<file path="src/rtl/cpu_run_ctrl_pkg.sv">
// cpu_run_ctrl_pkg: shared state encoding and default debounce length for the run controller
package cpu_run_ctrl_pkg;
  typedef enum logic [1:0] {
    ST_HALT  = 2'b00,
    ST_RUN   = 2'b01,
    ST_STEP  = 2'b10,
    ST_BREAK = 2'b11
  } state_t;
  localparam logic [19:0] DEB_CYCLES_DEF = 20'd1_000_000;
endpackage

</file>
<file path="src/rtl/cpu_run_ctrl_btn_debounce.sv">
// btn_debounce: 2-FF synchronizer, stability filter and one-cycle rising-edge pulse for a raw button
module btn_debounce
  import cpu_run_ctrl_pkg::*;
#(
  parameter logic [19:0] DEB_CYCLES = DEB_CYCLES_DEF
) (
  input  logic clk,
  input  logic rstn,
  input  logic btn_i,
  output logic pulse_o
);
  logic [1:0] sync;
  logic level, level_q;
  logic [19:0] cnt;
  // the counter only runs while the synced input disagrees with the level, so any bounce restarts it
  always_ff @(posedge clk or negedge rstn)
    if (!rstn) begin
      sync    <= '0;
      level   <= 1'b0;
      level_q <= 1'b0;
      cnt     <= '0;
      pulse_o <= 1'b0;
    end else begin
      sync    <= {sync[0], btn_i};
      level_q <= level;
      pulse_o <= level & ~level_q;
      if (sync[1] == level) cnt <= '0;
      else if (cnt == DEB_CYCLES - 20'd1) begin
        level <= sync[1];
        cnt   <= '0;
      end else cnt <= cnt + 20'd1;
    end
endmodule

</file>
<file path="src/rtl/cpu_run_ctrl.sv">
// cpu_run_ctrl: run/halt/step/breakpoint FSM turning divider ticks into a one-cycle CPU commit enable
module cpu_run_ctrl
  import cpu_run_ctrl_pkg::*;
#(
  parameter int          PC_W       = 6,
  parameter int          CNT_W      = 32,
  parameter logic [19:0] DEB_CYCLES = DEB_CYCLES_DEF
) (
  input  logic             clk,
  input  logic             rstn,
  input  logic             tick_i,
  input  logic             run_sw_i,
  input  logic             step_btn_i,
  input  logic             bp_en_i,
  input  logic [PC_W-1:0]  bp_addr_i,
  input  logic [PC_W-1:0]  pc_i,
  output logic             cpu_en_o,
  output logic [1:0]       state_o,
  output logic             halted_o,
  output logic             bp_hit_o,
  output logic [CNT_W-1:0] instr_cnt_o
);
  state_t state;
  logic [1:0] run_sync;
  logic run_s, step_pulse, bp_skip, bp_match;
  btn_debounce #(.DEB_CYCLES(DEB_CYCLES)) u_step (
    .clk    (clk),
    .rstn   (rstn),
    .btn_i  (step_btn_i),
    .pulse_o(step_pulse)
  );
  assign run_s    = run_sync[1];
  assign bp_match = bp_en_i && pc_i == bp_addr_i && !bp_skip;
  assign state_o  = state;
  assign halted_o = state == ST_HALT || state == ST_BREAK;
  assign bp_hit_o = state == ST_BREAK;
  // bp_skip lets a resumed run execute the instruction it broke on instead of re-breaking
  always_ff @(posedge clk or negedge rstn)
    if (!rstn) begin
      run_sync    <= '0;
      state       <= ST_HALT;
      cpu_en_o    <= 1'b0;
      bp_skip     <= 1'b0;
      instr_cnt_o <= '0;
    end else begin
      run_sync <= {run_sync[0], run_sw_i};
      cpu_en_o <= 1'b0;
      if (cpu_en_o) instr_cnt_o <= instr_cnt_o + CNT_W'(1);
      case (state)
        ST_HALT:
          if (run_s) begin
            state   <= ST_RUN;
            bp_skip <= 1'b1;
          end else if (step_pulse) state <= ST_STEP;
        ST_RUN:
          if (!run_s) state <= ST_HALT;
          else if (tick_i && bp_match) state <= ST_BREAK;
          else if (tick_i) begin
            cpu_en_o <= 1'b1;
            bp_skip  <= 1'b0;
          end
        ST_STEP:
          if (tick_i) begin
            cpu_en_o <= 1'b1;
            state    <= ST_HALT;
          end
        default:
          if (!run_s) state <= ST_HALT;
          else if (step_pulse) state <= ST_STEP;
      endcase
    end
endmodule

</file>
<file path="config.mk">
export PLATFORM = sky130hd
export DESIGN_NAME = cpu_run_ctrl
export DESIGN_NICKNAME = d
export VERILOG_FILES = /design/src/rtl/cpu_run_ctrl_pkg.sv /design/src/rtl/cpu_run_ctrl_btn_debounce.sv /design/src/rtl/cpu_run_ctrl.sv
export SDC_FILE = /design/constraint.sdc
export NUM_CORES = 1
export LEC_CHECK = 0
export CORE_UTILIZATION = 50
export CTS_BUF_LIST = sky130_fd_sc_hd__clkbuf_16
export DETAILED_ROUTE_END_ITERATION = 16
export PLACE_DENSITY = 0.77
export SLEW_MARGIN = 20
export SYNTH_ARGS = -nofsm -noshare
export SYNTH_HDL_FRONTEND = slang
export SYNTH_SLANG_ARGS = --single-unit
export TNS_END_PERCENT = 10
</file>
<file path="constraint.sdc">
create_clock -name clk -period 2.87 [get_ports clk]
set_input_delay 0.574 -clock clk [delete_from_list [all_inputs] [get_ports clk]]
set_output_delay 0.574 -clock clk [all_outputs]
set_load 0.005 [all_outputs]
</file>
==> results.json <==
{
  "outcome": "finished, final reports clean",
  "worstMarginPinSlew_ps": 697,
  "yosys.area.top_type": "dfrtp_1",
  "stdcell_count": 424,
  "vias": 2274,
  "tns_ps": 0,
  "gp_congestion": 0.894,
  "ctsHoldBuffers": 0,
  "r2r_cells": 6,
  "nets": 372,
  "synth_nets": 309,
  "grt_max_degree": 26,
  "rsz0062_at_grt": "false",
  "pwr-share-comb_pct": 15.0,
  "vias_per_cell": 5.36,
  "cp_max_fo": 5,
  "die_height_um": 79.3,
  "ys_top_cells_by_area": "dfrtp_1 53%, xnor2_1 10%, xor2_1 6.5%",
  "dr.pass1.iters": 4,
  "clockPowerShare_pct": 44.7,
  "top_level_ports": 55,
  "dpl.hpwl_mm": 4.18,
  "rr_startpoint": "u_step.cnt[0]",
  "synth_flop_cell": "dfrtp_1",
  "crit_type": "reg -> out",
  "p_switching_mw": 0.638,
  "power_frac_seq_pct": 40.3,
  "synth_edf_count": 0,
  "grt_pass1_vias": 2171,
  "setup_viol_count_final": 0,
  "slew-limit-headroom_pct": 53.2,
  "wl_per_cell_um": 14.0,
  "diodes": 0,
  "numCtsBuffers": 9,
  "synth.distinct_cells": 36,
  "globalRoute.totalOverflow": 0,
  "cts.htree.levels": 3,
  "die_width_um": 79.3,
  "core_area_mm2": 0.00564,
  "drc": 0,
  "drv_cap": 0,
  "clock-root-buffer": "clkbuf_16",
  "max_freq_mhz": 437,
  "yosys_warnings": 0,
  "clk-insertion-delay-late_ps": 330,
  "cts_resized": 0,
  "critPathLaunch": "state_o[0]",
  "cts_tree": "done",
  "fin_skew_ps": 7.71,
  "placed_cells": 409,
  "min_period_ps": 2290,
  "antenna_found_initial": 0,
  "crit_arrival_ps": 1710,
  "synth_cells": 285,
  "drive_gt1_share_pct": 8.81,
  "reg2reg_to": "u_step.cnt[11]",
  "synth.most_common_cell": "dfrtp_1",
  "grt_pass1_wl_mm": 9.94,
  "numPortBuffers": 54,
  "initial_core_util_pct": 52.9,
  "required_ps": 2300,
  "power.leakage_nw": 1.73,
  "slew_violations": 0,
  "p_int_mw": 1.91,
  "yosys-top-cells-count": "63 x dfrtp_1, 34 x nor2_1, 34 x xnor2_1, 23 x nand3_1",
  "ctsLongestPathBuffers": 2,
  "syn_to_final_growth_pct": 30.9,
  "synthesis.area_mm2": 0.00299,
  "cp-start-kind": "flip-flop",
  "p_sw_share_pct": 25.0,
  "syn-mean-instance-area_um2": 10.5,
  "dieArea_mm2": 0.00628,
  "drt-total-wl_mm": 5.94,
  "finalHoldViolCount": 0,
  "fillCellCount": 404,
  "synth_top_cell_area_share_pct": 52.8,
  "rrSetupSlack_ps": 600,
  "async_flop_share_pct": 100,
  "cts_sinks": 63,
  "clk_pin_slew_ps": 60,
  "finalCritPeriodShare_pct": 79.7,
  "hold_path_class": "in -> async",
  "p_per_area_mw_per_mm2": 651,
  "holdWs_ps": 190,
  "cp-end-kind": "primary output",
  "synth-seq-cells": 63,
  "grt_util_all_layers_pct": 21.0,
  "yosysSeqAreaShare_pct": 52.8,
  "vdd.ir_drop.worst_v": 0.000520,
  "cts_setup_buffers": 0,
  "drt_iter0_drc": 117,
  "row_count": 27,
  "antenna_left": 0
}
==> area by class of cell <==
class | instances | area [um2] | share of cell area, %
Tap cell | 72 | 90.1 | 2.31
Multi-Input combinational cell | 207 | 1340 | 34.2
Clock buffer | 9 | 225 | 5.76
Clock inverter | 6 | 86.3 | 2.21
Timing Repair Buffer | 56 | 551 | 14.1
Sequential cell | 63 | 1580 | 40.3
Inverter | 11 | 41.3 | 1.06
==> per-layer routing <==
| layer | wire length, um | up-vias | global-route usage (%) |
|---|---|---|---|
| met4 | 131 | 0 | 10.2 |
| met3 | 227 | 11 | 5.06 |
| met2 | 2790 | 62 | 33.4 |
| li1 | - | 1098 | - |
| met5 | 0 | - | 0 |
| met1 | 2790 | 1103 | 26.8 |
==> metrics by stage <==
step	instance area, um2	total power, mW	util, %	setup slack [ps]
floorplan	2990	1.21	-	1080
global placement	3600	1.40	63.7	566
CTS	3910	2.56	69.3	570
finish	3910	2.55	69.3	584
global route	3910	2.64	69.3	353
detailed placement	3600	1.42	63.7	518
==> worst max path at each step <==
stage                           end  cells after the start
finish                     halted_o                      4
floorplan           instr_cnt_o[16]                      6
global route          u_step.cnt[6]                      6
global placement         state_o[0]                      6
CTS                        halted_o                      4
detailed placement       state_o[0]                      6
==> power groups by stage <==
| stage | logic, mW | registers [mW] | clock network, mW |
|---|---|---|---|
| after global routing | 0.422 | 1.03 | 1.19 |
| after floorplan | 0.196 | 1.02 | 0 |
| after CTS | 0.385 | 1.02 | 1.15 |
| final | 0.383 | 1.03 | 1.14 |
| after detailed placement | 0.383 | 1.04 | 0 |
| after global placement | 0.367 | 1.04 | 0 |
==> critical path, stage by stage, from the launching register on <==
cell and delay, ps:
dfrtp_1 410, inv_1 100, ha_1 330, inv_1 60, clkdlybuf4s50_1 490
==> cell usage in the layout (no fill, tap or decap), types with 2 or more instances in the layout <==
cell / netlist / routed
clkdlybuf4s50_1: 0 / 53
ha_1: 6 / 6
mux2_2: 3 / 3
xor2_1: 22 / 22
inv_1: 11 / 11
nor3_1: 4 / 4
xnor2_1: 34 / 34
clkbuf_16: 0 / 9
o21ai_0: 4 / 4
or2_1: 2 / 2
nor2_1: 34 / 34
nand2_1: 22 / 22
nand3_1: 23 / 23
buf_4: 2 / 2
bufinv_16: 0 / 2
a21oi_1: 6 / 6
or2_2: 3 / 3
nor4_1: 5 / 5
dfrtp_1: 63 / 63
and3_1: 11 / 11
nand4_1: 12 / 12
clkinv_2: 0 / 2
==> flip-flops by register name, indices dropped and copies added, names as in the netlist, 2 cells and up <==
register	flops
state_o	2
u_step.cnt	20
run_sync	2
instr_cnt_o	32
u_step.sync	2
==> logic make-up after synthesis <==
| group | share of synthesized area [%] |
|---|---|
| buffers and inverters | 2.39 |
| multiplexers | 1.13 |
| XOR/XNOR | 16.4 |
| adder cells (fa/ha/maj) | 2.51 |
| flip-flops | 52.8 |
| AND/OR/NAND/NOR | 22.3 |
| AO/OA/AOI/OAI | 2.43 |
Note: power is estimated with default switching activity, not from simulation.
